**config.mk**
```make
export PLATFORM = sky130hd
export DESIGN_NAME = reg_timeout_src
export DESIGN_NICKNAME = d
export VERILOG_FILES = /design/src/rtl/reg_timeout_pkg.sv /design/src/rtl/reg_timeout_hold.sv /design/src/rtl/reg_timeout_src.sv
export SDC_FILE = /design/constraint.sdc
export NUM_CORES = 1
export LEC_CHECK = 0
export ABC_AREA = 1
export CELL_PAD_IN_SITES_DETAIL_PLACEMENT = 0
export CELL_PAD_IN_SITES_GLOBAL_PLACEMENT = 1
export CORE_MARGIN = 2
export CORE_UTILIZATION = 27
export DETAILED_ROUTE_END_ITERATION = 10
export PLACE_DENSITY = 0.87
export SYNTH_ARGS = -nofsm -noshare
export SYNTH_HDL_FRONTEND = slang
export SYNTH_SLANG_ARGS = --single-unit
```
**constraint.sdc**
```tcl
create_clock -name src_clk_i -period 2.6 [get_ports src_clk_i]
set_clock_uncertainty 0.1 [all_clocks]
set_input_delay 0.52 -clock src_clk_i [delete_from_list [all_inputs] [get_ports src_clk_i]]
set_output_delay 0.52 -clock src_clk_i [all_outputs]
set_load 0.01 [all_outputs]
```
**src/rtl/reg_timeout_pkg.sv**
```systemverilog
// Shared definitions for the register-bus source-side watchdog.
//   state_e           : watchdog FSM states (FWD, DRAIN)
//   ERR_RDATA_DEFAULT : read pattern returned on a timed-out access
//   cnt_width()       : width of a counter that must hold 0..timeout
package reg_timeout_pkg;

  typedef enum logic [0:0] {
    FWD   = 1'b0,
    DRAIN = 1'b1
  } state_e;

  localparam logic [31:0] ERR_RDATA_DEFAULT = 32'hBADCAB1E;

  function automatic int cnt_width(input int timeout);
    return $clog2(timeout + 1);
  endfunction

endpackage

```
**src/rtl/reg_timeout_hold.sv**
```systemverilog
// Request hold register bank with load enable and asynchronous clear.
// Ports:
//   src_clk_i  : clock
//   src_rst_ni : asynchronous active-low reset, clears q to 0
//   load       : capture d on the next rising edge
//   d          : data to capture
//   q          : held data
module reg_timeout_hold #(
  parameter int W = 8
) (
  input  logic         src_clk_i,
  input  logic         src_rst_ni,
  input  logic         load,
  input  logic [W-1:0] d,
  output logic [W-1:0] q
);

  always_ff @(posedge src_clk_i or negedge src_rst_ni) begin
    if (!src_rst_ni) begin
      q <= '0;
    end else if (load) begin
      q <= d;
    end
  end

endmodule

```
**src/rtl/reg_timeout_src.sv**
```systemverilog
// Register-bus watchdog in the source clock domain, upstream of the CDC
// source side. Requests pass through combinationally. If the downstream
// target has not completed after TIMEOUT waiting cycles, the upstream
// access is completed with an error and ERR_RDATA; the orphaned request is
// then held on the downstream side until its late response arrives, and
// that response is dropped.
//
// Ports:
//   src_clk_i, src_rst_ni : clock, asynchronous active-low reset
//   up_*                  : upstream request in / response out
//   dn_*                  : downstream (CDC) request out / response in
//   timeout_o             : one-cycle pulse on each timeout completion
// Optional (macro REG_TIMEOUT_STATUS_EN):
//   timeout_cnt_o         : saturating count of timeouts
//   timeout_addr_o        : address of the most recent timed-out request
module reg_timeout_src
  import reg_timeout_pkg::*;
#(
  parameter int          AW        = 32,
  parameter int          DW        = 32,
  parameter int          TIMEOUT   = 256,
  parameter logic [31:0] ERR_RDATA = ERR_RDATA_DEFAULT
) (
  input  logic            src_clk_i,
  input  logic            src_rst_ni,
  input  logic            up_valid_i,
  input  logic            up_write_i,
  input  logic [AW-1:0]   up_addr_i,
  input  logic [DW-1:0]   up_wdata_i,
  input  logic [DW/8-1:0] up_wstrb_i,
  output logic [DW-1:0]   up_rdata_o,
  output logic            up_error_o,
  output logic            up_ready_o,
  output logic            dn_valid_o,
  output logic            dn_write_o,
  output logic [AW-1:0]   dn_addr_o,
  output logic [DW-1:0]   dn_wdata_o,
  output logic [DW/8-1:0] dn_wstrb_o,
  input  logic [DW-1:0]   dn_rdata_i,
  input  logic            dn_error_i,
  input  logic            dn_ready_i,
  output logic            timeout_o
`ifdef REG_TIMEOUT_STATUS_EN
  ,
  output logic [15:0]     timeout_cnt_o,
  output logic [AW-1:0]   timeout_addr_o
`endif
);

  localparam logic [0:0]    S_FWD   = FWD;
  localparam logic [0:0]    S_DRAIN = DRAIN;
  localparam int            CW      = cnt_width(TIMEOUT);
  localparam int            HW      = 1 + AW + DW + DW / 8;
  localparam logic [DW-1:0] ERR_DW  = DW'(ERR_RDATA);
  localparam logic [CW-1:0] CNT_MAX = CW'(TIMEOUT - 1);

  logic [0:0]    state_q;
  logic [CW-1:0] cnt_q;
  logic          waiting;
  logic          timeout_hit;

  logic          hold_write;
  logic [AW-1:0] hold_addr;
  logic [DW-1:0] hold_wdata;
  logic [DW/8-1:0] hold_wstrb;

  // A dn_ready_i in the final waiting cycle counts as a normal completion,
  // so the timeout only fires while the target is still not ready.
  assign waiting     = up_valid_i & ~dn_ready_i;
  assign timeout_hit = (state_q == S_FWD) & waiting & (cnt_q == CNT_MAX);
  assign timeout_o   = timeout_hit;

  reg_timeout_hold #(
    .W (HW)
  ) u_hold_req (
    .src_clk_i  (src_clk_i),
    .src_rst_ni (src_rst_ni),
    .load       (timeout_hit),
    .d          ({up_write_i, up_addr_i, up_wdata_i, up_wstrb_i}),
    .q          ({hold_write, hold_addr, hold_wdata, hold_wstrb})
  );

  // In DRAIN the downstream side keeps seeing the orphaned request unchanged
  // so the CDC handshake stays legal; upstream is stalled meanwhile.
  always_comb begin
    dn_valid_o = up_valid_i;
    dn_write_o = up_write_i;
    dn_addr_o  = up_addr_i;
    dn_wdata_o = up_wdata_i;
    dn_wstrb_o = up_wstrb_i;
    up_ready_o = dn_ready_i;
    up_error_o = dn_error_i;
    up_rdata_o = dn_rdata_i;
    if (state_q == S_DRAIN) begin
      dn_valid_o = 1'b1;
      dn_write_o = hold_write;
      dn_addr_o  = hold_addr;
      dn_wdata_o = hold_wdata;
      dn_wstrb_o = hold_wstrb;
      up_ready_o = 1'b0;
      up_error_o = 1'b0;
      up_rdata_o = '0;
    end else if (timeout_hit) begin
      up_ready_o = 1'b1;
      up_error_o = 1'b1;
      up_rdata_o = ERR_DW;
    end
  end

  always_ff @(posedge src_clk_i or negedge src_rst_ni) begin
    if (!src_rst_ni) begin
      state_q <= S_FWD;
      cnt_q   <= '0;
    end else if (state_q == S_FWD) begin
      if (timeout_hit) begin
        state_q <= S_DRAIN;
        cnt_q   <= '0;
      end else if (waiting) begin
        cnt_q <= cnt_q + 1'b1;
      end else begin
        cnt_q <= '0;
      end
    end else begin
      cnt_q <= '0;
      if (dn_ready_i) begin
        state_q <= S_FWD;
      end
    end
  end

`ifdef REG_TIMEOUT_STATUS_EN
  logic [15:0] timeout_cnt_q;

  always_ff @(posedge src_clk_i or negedge src_rst_ni) begin
    if (!src_rst_ni) begin
      timeout_cnt_q <= '0;
    end else if (timeout_hit && (timeout_cnt_q != 16'hFFFF)) begin
      timeout_cnt_q <= timeout_cnt_q + 16'd1;
    end
  end

  assign timeout_cnt_o = timeout_cnt_q;

  reg_timeout_hold #(
    .W (AW)
  ) u_hold_status_addr (
    .src_clk_i  (src_clk_i),
    .src_rst_ni (src_rst_ni),
    .load       (timeout_hit),
    .d          (up_addr_i),
    .q          (timeout_addr_o)
  );
`endif

endmodule

```
=== Yosys cells after proc, flatten, opt, wreduce, memory -nomap -nowiden ===
Index checks and enable logic that the tools add are counted.
W data, S select, Z words.

* Output and inout bits: 105
* Input bits: 106
* Bits in registers: 79

* Muxes and demuxes: 17
* Equality and inequality tests: 1
* Bitwise gates (word level): 5
* Add/sub/neg operators: 1

{| class="wikitable"
|+ Operators by type and width
! operator !! count
|-
| $mux W32 || 4
|-
| $mux W9 || 3
|-
| $add A9 B1 Y9 const B || 1
|-
| $eq A9 B8 Y1 const B || 1
|-
| $mux W1 || 9
|-
| $mux W4 || 1
|-
| $and A1 B1 Y1 || 3
|-
| $not A1 Y1 || 2
|}

=== Depth between registers and ports, before layout ===
* Word-level depth: 6
* Mapped depth: 11

=== Modules after synthesis ===
A second synthesis with hierarchy kept.

* Cell total of the unflattened synthesis: 649
* Area total of the unflattened synthesis: 4315.4 um2

{| class="wikitable"
|+ Modules (own cells, without submodules)
! module !! cells an instance !! area each (um2) !! instances !! sequential area each (um2)
|-
| reg_timeout_hold || 292 || 2608.8 || 1 || 1726.7
|-
| reg_timeout_src || 357 || 1706.6 || 1 || 250.2
|}

=== Worst setup path after synthesis ===
OpenSTA, ideal clock, no wires.

* Path type: reg-to-output
* From: reg cnt_q[0]
* To: out up_rdata_o[18]
* Cell stages (with the launch flop): 11
* Path buffers: 2
* Path slack: 0.374 ns
* Arrival time: 1.606 ns
* Required time: 1.980 ns
* Cell sequence: dfrtp_1 > ha_1 > nand2_1 > inv_1 > nand2_1 > nor2_1 > ha_1 > nand3_4 > buf_6 > buf_2 > nand2_1

* Longest elaborated chain between the ends: 4

{| class="wikitable"
|+ RTL lines
! item !! line !! source
|-
| start: declaration || reg_timeout_src.sv:58 || <nowiki>logic [CW-1:0] cnt_q;</nowiki>
|-
| start signal: assignment || reg_timeout_src.sv:119 || <nowiki>cnt_q <= cnt_q + 1'b1;</nowiki>
|-
| $eq A9 B8 Y1 || reg_timeout_src.sv:70 || <nowiki>assign timeout_hit = (state_q == S_FWD) & waiting & (cnt_q == CNT_MAX);</nowiki>
|-
| $and A1 B1 Y1 || reg_timeout_src.sv:70 ||
|-
| $mux W32 || reg_timeout_src.sv:103 || <nowiki>end else if (timeout_hit) begin</nowiki>
|-
| $mux W32 || reg_timeout_src.sv:94 || <nowiki>if (state_q == S_DRAIN) begin</nowiki>
|-
| end: declaration || reg_timeout_src.sv:31 || <nowiki>output logic [DW-1:0] up_rdata_o,</nowiki>
|}

No other way between the ends.

=== Final worst setup path ===
* From: reg cnt_q[1]
* To: out up_rdata_o[14]

Same word-level chain as after synthesis.

==> summary.txt <==
Drt
  – Vias: a little over 4000
  – Via-per-instance ratio: 4.243
  – First-pass DRT Iterations: 4
  – Final WL: approximately 12 mm
  – DRC violations left: 0
  – Routed wire per std cell: 11.83 µm
  – Iter 0 DRT Violations: 250
  – Final ANT Viol Nets: 0

Worst setup path
  – Crit path capture type: output pin
  – Critical Path RT: between 1.5 and 2 ns
  – Largest fanout on the critical path: 7
  – Type of origin of the critical path: register
  – Largest stage delay on the critical path: 0.35 ns
  – CP arrival: 1.96 ns
  – CP cell instances: ha_2 > nand2_2 > inv_2 > nand2_2 > nor2_2 > ha_2 > nand3_4 > nand2_4 > buf_6 > nor2_1 > buf_2
  – Slowest-stage cell, CP: dfrtp_1
  – Crit Path Category: register to output pin

Die
  – Die height: 128.1 µm
  – Core area: ~15000 µm²
  – Initial core utilization: 0.2744
  – I/O pins: ~210
  – Die X-Extent: 128.1 µm
  – Rows: 45
  – Die Footprint: 16400 µm²

Synthesis
  – Top post-synthesis cells by area: dfrtp_1 (48%), nand2_1 (17%), inv_1 (8.3%)
  – EDFF count, synth: 0
  – Share of the synthesized area in the top cell type: 0.4756
  – Register area share after synthesis: 0.4756
  – Cell with the most instances after synthesis: nand2_1
  – Most frequent cells after synthesis: nand2_1 (190), inv_1 (92), dfrtp_1 (79)
  – Synthesized flop and latch total: 79
  – Synth Cell Area: about 4200 µm²
  – Post-synth top area cell: dfrtp_1
  – Netlist cell types: 21
  – Synth Flop Type: dfrtp_1
  – Mapped Cells: 576
  – Synthesized Nets: 684
  – Synth async-reset ratio: 1.000
  – Syn_area_per_cell: 7.216 µm²
  – Yosys warns: 0

STA
  – Fin. Hold Viols: 0
  – Final worst setup slack: 0.02146 ns
  – Fmax: just under 400 MHz
  – Final Setup Violations: 0
  – Period utilization: 0.9917
  – Slew @ Worst Pin: approximately 0.8 ns
  – Slew headroom: 0.4780
  – RSZ-0062 raised after global routing: true
  – Max Slew Vio Count: 0
  – Fin crit period: 2.579 ns
  – Final setup TNS: 0 ns

Min path
  – Hold Crit Class: register to register

Pwr
  – PwrDens: 457.5 nW/µm²
  – Leak pwr: around 3.3 nW
  – Peak supply drop: 0.0003156 V

GRT
  – Number of global-route vias before repair: 3758
  – Initial antenna violation count: 0
  – Total track usage: 0.1363
  – First-pass GRT wire length: 17.94 mm
  – GRT overflow: 0
  – Largest net degree at the start of global routing: 81

Final layout
  – Finished Cell Area: 6952 µm²
  – Layout area overhead: 67.25%
  – Register area: 1981 µm²
  – Finished Core Util: 0.4590
  – Area of the multi-input gates: 1744 µm²
  – Antenna cells: 0
  – Filler cells: 1496
  – Proportion of layout cells with a drive suffix above 1: 0.1391
  – Final nets: 894

Placed design
  – Placed Area: 6462 µm²
  – I/O Buffers: 210
  – Setup Slack @ Placement: -0.1123 ns
  – Dpl hpwl: 8.185 mm
  – Global placement routability congestion: 0.7203

CTS
  – Worst-skew pair later-pin latency: 0.33 ns
  – CTS tree: built
  – Sink Count: 79
  – CTS Root Buffer Type: clkbuf_16
  – CTS max path bufs: 2
  – Max H-tree Level: 3
  – Clock Pin Slew Worst Setup and Hold Paths: ~0.06 ns
  – Total CTS buffers: 9

Job
  – Maxcap violations: 0

Status
  – Outcome: finished, final reports clean
[flip-flops by register name, indices dropped and copies added, names as in the netlist]
| register | count |
|---|---|
| u_hold_req.q | 69 |
| cnt_q | 9 |
| state_q | 1 |
[report_power, final]
group          switching (mW)  total [mW]  internal, mW  leakage (nW)
combinational           0.193       0.497         0.304          2.01
clock                   0.491        1.45         0.960         0.168
sequential           0.000885        1.23          1.23          1.10
[cells by family after synthesis]
group,Yosys count,synth area share
AND/OR/NAND/NOR,225,0.2110
AO/OA/AOI/OAI,142,0.1734
buffers and inverters,127,0.1318
flip-flops,79,0.4756
adder cells (fa/ha/maj),2,0.006020
XOR/XNOR,1,0.002108
[layout by cell type (no fill, tap or decap), types with 13 or more instances in the layout]
cell / synthesis / layout
nor2_1: 27 / 24
o21ai_0: 69 / 68
buf_6: 8 / 18
clkdlybuf4s50_1: 0 / 172
buf_4: 1 / 14
buf_2: 6 / 21
nand2_2: 0 / 13
inv_1: 92 / 90
o21ai_1: 67 / 68
dfrtp_1: 79 / 78
nand2_1: 190 / 168
[final timing paths]
path	from	to	slack, ns	cells past startpoint
setup / recovery	cnt_q[1]$_DFF_PN0_	up_rdata_o[14]	0.02	11
hold / removal	u_hold_req.q[48]$_DFFE_PN0P_	u_hold_req.q[48]$_DFFE_PN0P_	0.39	2
setup reg to reg	cnt_q[1]$_DFF_PN0_	u_hold_req.q[17]$_DFFE_PN0P_	0.27	11
hold reg to reg	u_hold_req.q[48]$_DFFE_PN0P_	u_hold_req.q[48]$_DFFE_PN0P_	0.39	2
max in group asynchronous	src_rst_ni	u_hold_req.q[49]$_DFFE_PN0P_	1.26	3
min in group asynchronous	src_rst_ni	u_hold_req.q[41]$_DFFE_PN0P_	0.51	2
[timing repair]
action	4_1_cts	5_1_grt
pin swaps	1	4
hold buffers	1	0
hold endpoints to repair	20	0
endpoints found under the setup margin	35	46
cloned	1	3
gates resized for setup	104	95
setup buffers	0	3
[layout make-up]
type / count / share of cell area
tap: 188 / 0.03384
multi-input combinational: 370 / 0.2509
clock buffer: 10 / 0.03438
clock inverter: 6 / 0.01548
sequential: 79 / 0.2849
timing repair buffer: 234 / 0.3308
inverter: 92 / 0.04968
[per-stage QoR]
step                std cells  hold WS (ns)  total power, mW
CTS                       973        0.3887            3.232
global placement          955        0.3437            1.758
finish                    979        0.3871            3.180
detailed placement        955        0.3454            1.757
floorplan                 576        0.1244            1.382
global route              979        0.4072            3.325
[worst max-delay path, delay by kind of cell (launching register included)]
family                   cells  cell delay (ns)
flip-flops                   1             0.35
buffers and inverters        3             0.33
adder cells (fa/ha/maj)      2             0.39
AND/OR/NAND/NOR              6             0.55
[per-layer routing]
| layer | GRT usage | routed length, µm | vias to the layer above | part of all wire |
|---|---|---|---|---|
| met5 | 0 | 0 | - | 0 |
| met4 | 0.04331 | 159 | 0 | 0.014 |
| met3 | 0.04132 | 596 | 12 | 0.051 |
| met2 | 0.2252 | 5501 | 90 | 0.48 |
| met1 | 0.1711 | 5319 | 1859 | 0.46 |
| li1 | - | - | 2193 | - |
Note: power is estimated with default switching activity, not from simulation.
